**src/rtl/fetch_pkg.sv**
```systemverilog
// fetch_pkg: shared types and constants for the instruction fetch unit.
package fetch_pkg;
    typedef struct packed {
        logic [31:0] pc;
        logic [31:0] instr;
    } fetch_entry_t;
    typedef enum logic { RUN, FLUSH } fetch_state_e;
    localparam logic [31:0] NOP_INSTR = 32'h0000_0013;
    localparam int INSTR_BYTES = 4;
endpackage

```
**src/rtl/instr_fetch_if.sv**
```systemverilog
// instr_fetch_if: instruction-memory, redirect and decoder-side signals of the fetch unit.
interface instr_fetch_if;
    logic imem_req;
    logic [31:0] imem_addr;
    logic imem_gnt;
    logic imem_rvalid;
    logic [31:0] imem_rdata;
    logic redirect;
    logic [31:0] redirect_pc;
    logic [31:0] instr;
    logic [31:0] pc;
    logic instr_valid;
    logic instr_ready;
    logic misalign;
    modport master (
        output imem_req, imem_addr, instr, pc, instr_valid, misalign,
        input imem_gnt, imem_rvalid, imem_rdata, redirect, redirect_pc, instr_ready
    );
    modport slave (
        input imem_req, imem_addr, instr, pc, instr_valid, misalign,
        output imem_gnt, imem_rvalid, imem_rdata, redirect, redirect_pc, instr_ready
    );
endinterface

```
**src/rtl/fetch_fifo.sv**
```systemverilog
// fetch_fifo: synchronous FIFO of fetch entries with flush; head is read straight from storage.
module fetch_fifo
    import fetch_pkg::*;
#(
    parameter int DEPTH = 2
) (
    input logic clk,
    input logic rst,
    input logic push,
    input logic pop,
    input logic flush,
    input fetch_entry_t din,
    output fetch_entry_t dout,
    output logic full,
    output logic empty,
    output logic [$clog2(DEPTH + 1) - 1:0] count
);
    localparam int AW = $clog2(DEPTH);
    localparam int FW = $clog2(DEPTH + 1);
    fetch_entry_t mem [DEPTH];
    logic [AW-1:0] rd_ptr, wr_ptr;
    assign dout = mem[rd_ptr];
    assign empty = count == '0;
    assign full = count == FW'(DEPTH);
    always_ff @(posedge clk) begin
        if (rst || flush) begin
            rd_ptr <= '0;
            wr_ptr <= '0;
            count <= '0;
        end else begin
            assert (!(pop && empty));
            assert (!(push && full && !pop));
            if (push) begin
                mem[wr_ptr] <= din;
                wr_ptr <= wr_ptr + AW'(1);
            end
            if (pop) rd_ptr <= rd_ptr + AW'(1);
            count <= count + FW'(push) - FW'(pop);
        end
    end
endmodule

```
**src/rtl/instr_fetch.sv**
```systemverilog
// instr_fetch: in-order instruction fetch with response buffer and redirect flush.
// Define FETCH_BYPASS_EN to forward a response straight to the decoder when the buffer is empty.
module instr_fetch
    import fetch_pkg::*;
#(
    parameter logic [31:0] RESET_PC = 32'h0000_0000,
    parameter int FIFO_DEPTH = 2,
    parameter int MAX_OUTSTANDING = 2
) (
    input logic i_clk,
    input logic i_reset,
    instr_fetch_if.master bus
);
    localparam int CW = $clog2(FIFO_DEPTH + MAX_OUTSTANDING + 1);
    localparam int FW = $clog2(FIFO_DEPTH + 1);
    fetch_state_e state;
    logic [31:0] fetch_pc, resp_pc, target;
    logic [CW-1:0] live, drop_cnt, total, remain;
    logic [FW-1:0] count;
    logic reset_q, fire, accept, dropping, bypass, push, pop, empty, full, misalign;
    fetch_entry_t head, din;

    // live counts in-flight requests still wanted; drop_cnt counts the older ones to discard
    assign total = live + drop_cnt;
    assign remain = total - CW'(bus.imem_rvalid && total != '0);
    assign target = {bus.redirect_pc[31:2], 2'b00};
    assign bus.imem_req = !i_reset && !bus.redirect && !full
        && (CW'(count) + total < CW'(FIFO_DEPTH)) && (total < CW'(MAX_OUTSTANDING));
    assign bus.imem_addr = fetch_pc;
    assign fire = bus.imem_req && bus.imem_gnt;
    assign dropping = bus.imem_rvalid && drop_cnt != '0;
    assign accept = bus.imem_rvalid && drop_cnt == '0 && !bus.redirect && !i_reset;

`ifdef FETCH_BYPASS_EN
    assign bypass = empty && accept;
`else
    assign bypass = 1'b0;
`endif
    assign push = accept && !(bypass && bus.instr_ready);
    assign pop = !empty && bus.instr_ready;
    assign din = '{pc: resp_pc, instr: bus.imem_rdata};
    assign bus.instr_valid = !empty || bypass;
    assign bus.instr = !empty ? head.instr : bypass ? bus.imem_rdata : '0;
    assign bus.pc = !empty ? head.pc : bypass ? resp_pc : '0;
    assign bus.misalign = misalign;

    fetch_fifo #(.DEPTH(FIFO_DEPTH)) u_fifo (
        .clk(i_clk),
        .rst(i_reset),
        .push(push),
        .pop(pop),
        .flush(bus.redirect),
        .din(din),
        .dout(head),
        .full(full),
        .empty(empty),
        .count(count)
    );

    // A reset held for more than one cycle clears the drop count: treated as power-on.
    always_ff @(posedge i_clk) begin
        reset_q <= i_reset;
        if (i_reset) begin
            fetch_pc <= RESET_PC;
            resp_pc <= RESET_PC;
            live <= '0;
            drop_cnt <= reset_q ? '0 : remain;
            state <= RUN;
            misalign <= 1'b0;
        end else if (bus.redirect) begin
            fetch_pc <= target;
            resp_pc <= target;
            live <= '0;
            drop_cnt <= remain;
            state <= remain != '0 ? FLUSH : RUN;
            misalign <= bus.redirect_pc[1:0] != 2'b00;
        end else begin
            assert (state == RUN || drop_cnt != '0);
            if (fire) fetch_pc <= fetch_pc + 32'(INSTR_BYTES);
            if (accept) resp_pc <= resp_pc + 32'(INSTR_BYTES);
            live <= live + CW'(fire) - CW'(accept);
            if (dropping) drop_cnt <= drop_cnt - CW'(1);
            if (dropping && drop_cnt == CW'(1)) state <= RUN;
            misalign <= 1'b0;
        end
    end
endmodule
```
**src/flat_wrapper.sv**
```systemverilog
// flat-port wrapper written by rule: the top's interface ports become plain ports
module instr_fetch_flat import fetch_pkg::*;
#(
    parameter logic [31:0] RESET_PC = 32'h0000_0000,
    parameter int FIFO_DEPTH = 2,
    parameter int MAX_OUTSTANDING = 2
)
  (i_clk, i_reset, bus_imem_req, bus_imem_addr, bus_instr, bus_pc, bus_instr_valid, bus_misalign, bus_imem_gnt, bus_imem_rvalid, bus_imem_rdata, bus_redirect, bus_redirect_pc, bus_instr_ready);
  instr_fetch_if bus_i ();
  input logic i_clk;
  input logic i_reset;
  output wire logic [$bits(bus_i.imem_req)-1:0] bus_imem_req;
  output wire logic [$bits(bus_i.imem_addr)-1:0] bus_imem_addr;
  output wire logic [$bits(bus_i.instr)-1:0] bus_instr;
  output wire logic [$bits(bus_i.pc)-1:0] bus_pc;
  output wire logic [$bits(bus_i.instr_valid)-1:0] bus_instr_valid;
  output wire logic [$bits(bus_i.misalign)-1:0] bus_misalign;
  input wire logic [$bits(bus_i.imem_gnt)-1:0] bus_imem_gnt;
  input wire logic [$bits(bus_i.imem_rvalid)-1:0] bus_imem_rvalid;
  input wire logic [$bits(bus_i.imem_rdata)-1:0] bus_imem_rdata;
  input wire logic [$bits(bus_i.redirect)-1:0] bus_redirect;
  input wire logic [$bits(bus_i.redirect_pc)-1:0] bus_redirect_pc;
  input wire logic [$bits(bus_i.instr_ready)-1:0] bus_instr_ready;
  assign bus_imem_req = bus_i.imem_req;
  assign bus_imem_addr = bus_i.imem_addr;
  assign bus_instr = bus_i.instr;
  assign bus_pc = bus_i.pc;
  assign bus_instr_valid = bus_i.instr_valid;
  assign bus_misalign = bus_i.misalign;
  assign bus_i.imem_gnt = bus_imem_gnt;
  assign bus_i.imem_rvalid = bus_imem_rvalid;
  assign bus_i.imem_rdata = bus_imem_rdata;
  assign bus_i.redirect = bus_redirect;
  assign bus_i.redirect_pc = bus_redirect_pc;
  assign bus_i.instr_ready = bus_instr_ready;
  instr_fetch #(.RESET_PC(RESET_PC), .FIFO_DEPTH(FIFO_DEPTH), .MAX_OUTSTANDING(MAX_OUTSTANDING)) u_core (.i_clk(i_clk), .i_reset(i_reset), .bus(bus_i));
endmodule
```
**config.mk**
```make
export PLATFORM = sky130hd
export DESIGN_NAME = instr_fetch_flat
export DESIGN_NICKNAME = d
export VERILOG_FILES = /design/src/rtl/fetch_pkg.sv /design/src/rtl/instr_fetch_if.sv /design/src/rtl/fetch_fifo.sv /design/src/rtl/instr_fetch.sv /design/src/flat_wrapper.sv
export SDC_FILE = /design/constraint.sdc
export NUM_CORES = 1
export LEC_CHECK = 0
export ABC_AREA = 1
export BUFFER_PORTS_ARGS = -buffer_cell sky130_fd_sc_hd__buf_4
export CORE_ASPECT_RATIO = 0.75
export CORE_UTILIZATION = 56
export DETAILED_ROUTE_END_ITERATION = 10
export PLACE_DENSITY_LB_ADDON = 0.08
export SLEW_MARGIN = 15
export SYNTH_ARGS = -nofsm -noshare
export SYNTH_HDL_FRONTEND = slang
export SYNTH_SLANG_ARGS = --single-unit
```
**constraint.sdc**
```tcl
create_clock -name i_clk -period 6.1 [get_ports i_clk]
set_input_delay 1.525 -clock i_clk [delete_from_list [all_inputs] [get_ports i_clk]]
set_output_delay 1.525 -clock i_clk [all_outputs]
set_load 0.005 [all_outputs]
```
# Word level (Yosys, flattened, before mapping)
# Memory sizes are Yosys's and may differ from the RTL's. A register that Yosys moved wholly into a read port is not among the register bits.
# Index checks and enable logic that the tools add are counted.
# totals
reg_bits,76
mem_bits_rw,128
elab_cells,69
mem_count,1
# mem_list
name,depth,width,read_ports,rd_ports_with_merged_regs,wr,line_no,rtl
u_core.u_fifo.mem,2,64,1,1,1,fetch_fifo.sv:20,fetch_entry_t mem [DEPTH];
# classes
addsub,12
magnitude_cmp,2
eq_ne,1
mux,15
bitwise_logic,1
n_reduce_logical,26
# op_table
cell,count
$mux W32,6
$add A32 B3 Y32 const B,2
$mux W3,4
$logic_and A1 B1 Y1,11
$reduce_bool A3 Y1,3
$lt A3 B2 Y1 const B,2
$reduce_bool A2 Y1,3
$sub A3 B1 Y3,2
$mux W1,5
$logic_not A1 Y1,4
$reduce_or A2 Y1,2
$add A2 B3 Y3,1
$add A3 B1 Y3,1
$add A3 B3 Y3,1
$logic_not A3 Y1,1
$sub A3 B1 Y3 const B,1
$add A1 B1 Y1 const B,2
$add A2 B1 Y2,1
$eq A2 B2 Y1 const B,1
$logic_not A2 Y1,1
$sub A2 B1 Y2,1
$logic_or A1 B1 Y1,1
$not A1 Y1,1

# Logic depth before layout (Yosys ltp)
# Gate-level depths: netlist (run 1).
# logic_depth
depth_word,8
mapped_depth,15
depth_no_buf,14

# Hierarchy
# Synthesis (run 1) repeated with hierarchy kept, for this count alone.
# unflattened
hier_cells,1160
hier_area_um2,10547.6
# modules_own_cells
mod,n_inst,cells_per_inst,area_each_um2
instr_fetch,1,929,5397.7
fetch_fifo,1,231,5149.9

# Worst setup path after synthesis (run 1)
# No wires, ideal clock.
# synth_path
kind,input port to flip-flop
startpoint,input i_reset
endpoint,memory u_core.u_fifo.mem[0][0] (netlist bit) (enable)
setup_time_ns,0.484
arrival_ns,4.575
setup_slack_ns,1.041
path_stages,4
n_path_buf,1
cell_sequence,buf_6 nor2_8 nand3_2 nor2_1
# synth_via
elab_chain_len,5
elab_cells_between_ends,6
classes_between,mux (3); reduce/logical (3)
# synth_rtl
element,line_no,rtl
"start, declared",flat_wrapper.sv:11,input logic i_reset;
$logic_not A1 Y1,instr_fetch.sv:32,assign accept = bus.imem_rvalid && drop_cnt == '0 && !bus.redirect && !i_reset;
$logic_and A1 B1 Y1,instr_fetch.sv:32,
$mux W1,fetch_fifo.sv:33,if (push) begin
$mux W1 *,fetch_fifo.sv:26,if (rst || flush) begin
$mux W1 (implied by the code) *,fetch_fifo.sv:34,mem[wr_ptr] <= din;
"end, declared",fetch_fifo.sv:20,
# Every way passes the cells marked *; elsewhere a longest branch is shown, timed or not.

# Worst setup path after layout (run 1)
# layout_path
startpoint,register u_core.drop_cnt[0]
endpoint,output bus_imem_req
# layout_via
elab_chain_len,5
elab_cells_between_ends,6
classes_between,add/sub (2); order compare (2); reduce/logical (2)
# layout_rtl
element,line_no,rtl
"start, declared",instr_fetch.sv:18,"logic [CW-1:0] live, drop_cnt, total, remain;"
"start signal, assigned",instr_fetch.sv:67,drop_cnt <= reset_q ? '0 : remain;
"start signal, assigned",instr_fetch.sv:74,drop_cnt <= remain;
"start signal, assigned",instr_fetch.sv:82,if (dropping) drop_cnt <= drop_cnt - CW'(1);
$add A3 B3 Y3 *,instr_fetch.sv:24,assign total = live + drop_cnt;
$add A2 B3 Y3,instr_fetch.sv:28,&& (CW'(count) + total < CW'(FIFO_DEPTH)) && (total < CW'(MAX_OUTSTANDING));
$lt A3 B2 Y1,instr_fetch.sv:28,
$logic_and A1 B1 Y1,instr_fetch.sv:28,
$logic_and A1 B1 Y1 *,instr_fetch.sv:28,
"end, declared",flat_wrapper.sv:12,output wire logic [$bits(bus_i.imem_req)-1:0] bus_imem_req;
# Marked as above.

==> results.py, run 1 <==
metrics = {
    "run_status": {
        "status": "finished, final reports clean",
    },
    "timing": {
        "finClkSkew_ps": 10.1,
        "setup_viol": 0,
        "count_of_final_max_slew_check_failures": 0,
        "final_critical_path_setup_slack_ps": 1870,
        "min_period_over_period": 0.694,
        "timing.setup.tns_ps": 0,
        "grt_setup_unrepaired": "false",
        "normalized_max_slew_margin": 0.269,
        "min_clock_period_post_route_ps": 4230,
        "worst_pin_slew_ps": 1100,
        "max_freq_mhz": 236,
        "timing_hold_violations_final": 0,
    },
    "power": {
        "ratio_of_total_power_to_cell_area_nw_per_um2": 256,
        "pwr-share-seq": 0.525,
        "switching_share": 0.267,
        "power_spent_charging_and_discharging_nets_mw": 0.788,
        "power_frac_comb": 0.119,
        "cell_internal_pwr_mw": 2.16,
        "p_leak_nw": 4.72,
        "max-vdd-ir-drop_v": 0.000193,
        "clock_power_share": 0.356,
    },
    "placed_design": {
        "placement.cell_area_um2": 11000,
        "gp_routability_congestion": 0.933,
        "pre_cts_ws_ps": 1880,
        "buffers_added_on_ports": 164,
        "post-dp-hpwl_um": 16800,
    },
    "logic_synthesis": {
        "dominantRegCellSynth": "edfxtp_1",
        "syn-instance-count": 1154,
        "async_reset_ff_frac": 0,
        "synthDominantAreaCellType": "edfxtp_1",
        "yosys.cell_types.count": 43,
        "synth.top_cell.area_share": 0.396,
        "mappedNetlistArea_um2": 9630,
        "synth-seq-area-share": 0.542,
        "synth_top_cells_by_count": "nand2_1 (394), edfxtp_1 (127), a21oi_1 (112)",
        "ys.warnings.count": 0,
        "post_synth_main_area_contributors": "edfxtp_1 (40%), nand2_1 (15%), dfxtp_1 (15%), a21oi_1 (5.8%), nor2_1 (4.1%)",
        "synth_seq_cells": 197,
        "most_frequent_cell_after_synthesis": "nand2_1",
        "synth_enable_flop_cells": 127,
        "postSynthAreaPerCell_um2": 8.34,
    },
    "cts": {
        "htree_num_levels": 4,
        "cts_tree": "built",
        "clk_pin_slew_worst_paths_ps": 70,
        "cts_resized": 0,
        "cts-root-to-sink-buffers": 2,
        "cts_root_buf": "clkbuf_16",
        "cts_num_sinks": 197,
        "cts_setup_buffers": 0,
        "clock_insertion_delay_worst_skew_ps": 430,
        "cts-hold-fix-buffers": 0,
        "cts_buffers": 17,
    },
    "routing": {
        "ant_nets": 0,
        "drc": 0,
        "detailroute.via_count": 8105,
        "drt_wl_total_um": 24000,
        "drtIter0Drc": 711,
        "dr.pass1.iters": 5,
        "route.detailed.wl_per_inst_um": 15.7,
        "detail_route.vias_per_cell": 5.30,
    },
    "layout": {
        "drive_gt1_frac": 0.174,
        "layout-area-overhead-vs-synth_pct": 19.8,
        "antenna_cells_inserted": 0,
        "layout.cell_area.non_filler_um2": 11500,
        "final_nets": 1386,
    },
    "hold_path": {
        "holdCritPathClass": "reg -> reg",
    },
    "setup_path": {
        "timing.reg2reg.worst_path_depth": 13,
        "rr_endpoint": "u_core.live[2]",
        "data_arrival_time_of_the_worst_path_ps": 2710,
        "path_cells": "ha_1 > fa_1 > fa_1 > nor2_1 > nand2_2 > nor2_4 > nand3_2 > inv_1 > buf_4",
        "critPathKind": "reg -> out",
        "critical-path-slowest-cell": "fa_1",
        "critPathMaxFanout": 3,
        "crit_top_cell": "fa_1",
        "crit_start": "u_core.drop_cnt[0]",
        "worstPathRequired_ps": 4580,
        "end_kind": "output port",
        "startpoint_type": "flip-flop",
        "r2r_slack_ps": 2830,
        "endpoint": "bus_imem_req",
        "cp_slowest_stage_delay_ps": 520,
        "timing.rr.start": "u_core.drop_cnt[0]",
    },
    "grt": {
        "globalRouteOverflowTotal": 0,
        "antenna_violations_before_repair": 0,
        "pin_count_of_the_biggest_net_entering_global_routing": 64,
        "global_router_s_overall_resource_usage": 0.271,
        "grt_pass1_wl_um": 37000,
        "grt_pass1_vias": 6982,
    },
    "floorplanning": {
        "die_area_um2": 17700,
        "num_io_pins": 169,
        "fp-row-count": 41,
        "placeableCoreArea_um2": 16800,
        "initial_utilization": 0.572,
        "floorplan.die.width_um": 153,
        "die_height_um": 116,
    },
    "run": {
        "drv.max_cap_violation_count": 0,
    },
}
power groups by stage:
stage | combinational (mW) | sequential [mW] | clock, mW
after detailed placement | 0.351 | 1.58 | 0
after global routing | 0.396 | 1.56 | 1.11
after global placement | 0.344 | 1.58 | 0
final | 0.352 | 1.55 | 1.05
after CTS | 0.353 | 1.55 | 1.06
after floorplan | 0.225 | 1.56 | 0
state kept, by name, summed over array words and instances (netlist names), named ones only:
name                  cells
u_core.bus.imem_addr     30
u_core.bus.misalign       1
u_core.u_fifo.rd_ptr      1
u_core.live               3
u_core.resp_pc           30
u_core.u_fifo.count       2
u_core.u_fifo.wr_ptr      1
u_core.u_fifo.mem       124
u_core.drop_cnt           3
u_core.reset_q            1
worst min path at each step:
stage	depth (start not counted)	end	from	slack, ps
after global routing	1	flip-flop	u_core.u_fifo.rd_ptr	490
after floorplan	1	flip-flop	u_core.u_fifo.rd_ptr	430
after detailed placement	1	flip-flop	u_core.u_fifo.rd_ptr	440
after CTS	1	flip-flop	u_core.u_fifo.rd_ptr	450
after global placement	1	flip-flop	u_core.u_fifo.rd_ptr	430
final	1	flip-flop	u_core.u_fifo.rd_ptr	460
cells by family after synthesis:
| group | count (synthesis) | synth area share |
|---|---|---|
| DFF | 197 | 0.542 |
| xor gates and xnor gates | 21 | 0.0191 |
| AOI/OAI and AO/OA | 171 | 0.0932 |
| other | 1 | 0.000390 |
| adders and majority gates | 14 | 0.0205 |
| and+or+nand+nor | 603 | 0.262 |
| buffers and inverters | 147 | 0.0636 |
layer usage:
metal	global-route usage	share of wire
met1	0.408	0.48
met2	0.409	0.44
met3	0.0467	0.069
met4	0.0667	0.011
met5	0	0
per-stage QoR:
| stage | power (mW) | utilization | std cells | hold WS [ps] |
|---|---|---|---|---|
| after floorplan | 1.78 | - | 1157 | 426 |
| after global placement | 1.92 | 0.653 | 1498 | 429 |
| after detailed placement | 1.93 | 0.653 | 1498 | 435 |
| after CTS | 2.96 | 0.685 | 1530 | 454 |
| after global routing | 3.06 | 0.685 | 1530 | 487 |
| final | 2.95 | 0.685 | 1530 | 459 |
cell usage in the layout (no fill, tap or decap), types with 3 or more instances in the layout:
cell and n:
buf_4 170, clkinv_1 4, clkbuf_16 17, inv_8 4, o21a_1 5, edfxtp_1 127
nand3b_1 10, nor3_1 8, nor2_4 4, o22ai_1 3, ha_1 11, conb_1 4
a31oi_1 6, or2_2 3, clkinv_4 3, xor2_1 16, xnor2_1 5, nand4_1 7
a21oi_1 112, o21ai_1 6, nand2_1 394, nor2_2 5, nor2_1 101, inv_2 6
o21ai_0 33, nand2_2 3, inv_1 95, fa_1 3, dfxtp_1 69, nand3_1 61
cell type report:
class | count | area, um2
clock buffer | 17 | 425
clock inverter | 15 | 121
fill | 1393 | 5300
inverter | 103 | 387
multi-input combinational | 813 | 3830
sequential | 197 | 5220
tap | 215 | 269
timing repair buffer | 170 | 1280
critical path: cells and delay by family, from the launching register on:
kind,cells,cell delay [ps]
adders and majority gates,3,1170
buffers and inverters,2,180
DFF,1,420
and+or+nand+nor,4,490
(Power assumes the default switching activity.)
==> run 2: changes to the inputs <==
--- a/config.mk
+++ b/config.mk
@@ -8,7 +8,7 @@
 export ABC_AREA = 1
 export BUFFER_PORTS_ARGS = -buffer_cell sky130_fd_sc_hd__buf_4
 export CORE_ASPECT_RATIO = 0.75
-export CORE_UTILIZATION = 56
+export CORE_UTILIZATION = 51
 export DETAILED_ROUTE_END_ITERATION = 10
 export PLACE_DENSITY_LB_ADDON = 0.08
 export SLEW_MARGIN = 15
==> constraint.sdc (replaced) <==
create_clock -name i_clk -period 3.5 [get_ports i_clk]
set_input_delay 0.875 -clock i_clk [delete_from_list [all_inputs] [get_ports i_clk]]
set_output_delay 0.875 -clock i_clk [all_outputs]
set_load 0.005 [all_outputs]
==> results.py, run 2 (synthesized netlist as in run 1, its figures left out) <==
metrics = {
    "run_status": {
        "status": "finished with violations",
        "violations": "design-rule violations",
    },
    "layout": {
        "final_nets": 1400,
        "layout-area-overhead-vs-synth_pct": 22.5,
        "multi_input_comb_area_um2": 3850,
        "largest-register": "u_core.u_fifo.mem",
        "final_util": 0.637,
        "flip_flop_count_of_the_largest_register_after_layout": 124,
        "fillerInstances": 1680,
        "area.sequential_um2": 5220,
        "antenna_cells_inserted": 0,
        "layout_common_cells": "nand2_1 (394), buf_4 (180), edfxtp_1 (127)",
        "layout_commonest_cell": "nand2_1",
        "drive_gt1_frac": 0.187,
    },
    "setup_path": {
        "data_arrival_time_of_the_worst_path_ps": 2600,
        "worstPathRequired_ps": 2620,
        "critPathKind": "reg -> out",
        "end_kind": "output port",
        "critPathMaxFanout": 2,
        "startpoint_type": "flip-flop",
        "r2r_slack_ps": 290,
    },
    "floorplanning": {
        "initial_utilization": 0.520,
        "die_height_um": 121,
        "num_io_pins": 169,
        "die_area_um2": 19400,
        "placeableCoreArea_um2": 18500,
        "fp-row-count": 43,
        "floorplan.die.width_um": 161,
    },
    "routing": {
        "detail_route.vias_per_cell": 5.23,
        "detailroute.via_count": 8235,
        "drtIter0Drc": 748,
        "ant_nets": 0,
        "drc": 2,
        "drt_wl_total_um": 24600,
        "route.detailed.wl_per_inst_um": 15.6,
        "dr.pass1.iters": 8,
    },
    "cts": {
        "cts_tree": "built",
        "clk_pin_slew_worst_paths_ps": 80,
        "cts_buffers": 17,
        "htree_num_levels": 4,
        "cts-root-to-sink-buffers": 2,
        "cts_num_sinks": 197,
        "cts_root_buf": "clkbuf_16",
        "clock_insertion_delay_worst_skew_ps": 440,
    },
    "placed_design": {
        "gp_routability_congestion": 0.875,
        "buffers_added_on_ports": 164,
        "post-dp-hpwl_um": 17000,
        "pre_cts_ws_ps": 334,
    },
    "power": {
        "power_frac_comb": 0.126,
        "power_spent_charging_and_discharging_nets_mw": 1.43,
        "cell_internal_pwr_mw": 3.97,
        "ratio_of_total_power_to_cell_area_nw_per_um2": 458,
        "max-vdd-ir-drop_v": 0.000308,
        "switching_share": 0.264,
        "pwr-share-seq": 0.499,
        "p_leak_nw": 4.83,
        "clock_power_share": 0.375,
    },
    "grt": {
        "global_router_s_overall_resource_usage": 0.258,
        "globalRouteOverflowTotal": 0,
        "antenna_violations_before_repair": 0,
        "grt_pass1_wl_um": 38900,
        "pin_count_of_the_biggest_net_entering_global_routing": 63,
        "grt_pass1_vias": 7405,
    },
    "timing": {
        "max_freq_mhz": 288,
        "final_critical_path_setup_slack_ps": 29.7,
        "setup_viol": 0,
        "final.hold.worst_slack_ps": 451,
        "worst_pin_slew_ps": 702,
        "normalized_max_slew_margin": 0.532,
        "min_period_over_period": 0.992,
        "finClkSkew_ps": 13.3,
        "timing_hold_violations_final": 0,
        "min_clock_period_post_route_ps": 3470,
        "count_of_final_max_slew_check_failures": 0,
        "grt_setup_unrepaired": "true",
    },
    "hold_path": {
        "holdCritPathClass": "reg -> reg",
    },
    "run": {
        "drv.max_cap_violation_count": 0,
    },
}
run 2: timing repair:
item / 4_1_cts / 5_1_grt
setup endpoints to repair: 1 / 1
buffers inserted: 3 / 3
pin swaps: 5 / 5
resized for setup: 4 / 1
hold buffers: 0 / 0
run 2: critical path, stage by stage, from the launching register on:
cell and delay [ps]:
edfxtp_1 410, ha_2 210, fa_1 530, fa_1 440, nor2_2 140, nand2_2 70
nor2_4 130, nand3_4 90, inv_2 60, buf_6 80
run 2: metrics by stage:
step | cells | power [mW] | setup TNS (ps) | area (um2)
after detailed placement | 1538 | 3.37 | 0 | 11100
after global routing | 1576 | 5.62 | -65.9 | 11800
after CTS | 1573 | 5.40 | -11.2 | 11800
final | 1576 | 5.40 | 0 | 11800
after floorplan | 1157 | 3.11 | 0 | 9640
after global placement | 1538 | 3.36 | 0 | 11100
run 2: final cells by class:
cell class                 count  area share
timing repair buffer         184       0.121
clock inverter                15      0.0160
multi-input combinational    813       0.326
sequential                   197       0.442
clock buffer                  17      0.0361
inverter                     103      0.0328
tap                          247      0.0262
run 2: power groups by stage:
| stage | combinational [mW] | sequential (mW) | clock, mW |
|---|---|---|---|
| finish | 0.678 | 2.70 | 2.02 |
| global route | 0.763 | 2.71 | 2.15 |
| CTS | 0.651 | 2.69 | 2.05 |
| detailed placement | 0.625 | 2.75 | 0 |
| global placement | 0.615 | 2.74 | 0 |
| floorplan | 0.392 | 2.72 | 0 |
run 2: routing by layer:
| layer | up-vias | part of all wire | GRT usage |
|---|---|---|---|
| met1 | 3815 | 0.48 | 0.378 |
| met4 | 0 | 0.014 | 0.0696 |
| met3 | 29 | 0.066 | 0.0461 |
| li1 | 4112 | - | - |
| met5 | - | 0 | 0 |
| met2 | 279 | 0.44 | 0.391 |
run 2: worst paths after layout:
check | startpoint | endpoint | cells after the start
max | u_core.drop_cnt[0] | bus_imem_req | 9
min | u_core.u_fifo.rd_ptr | flip-flop | 1
max reg2reg | u_core.drop_cnt[0] | u_core.live[2] | 15
min reg2reg | u_core.u_fifo.rd_ptr | flip-flop | 1
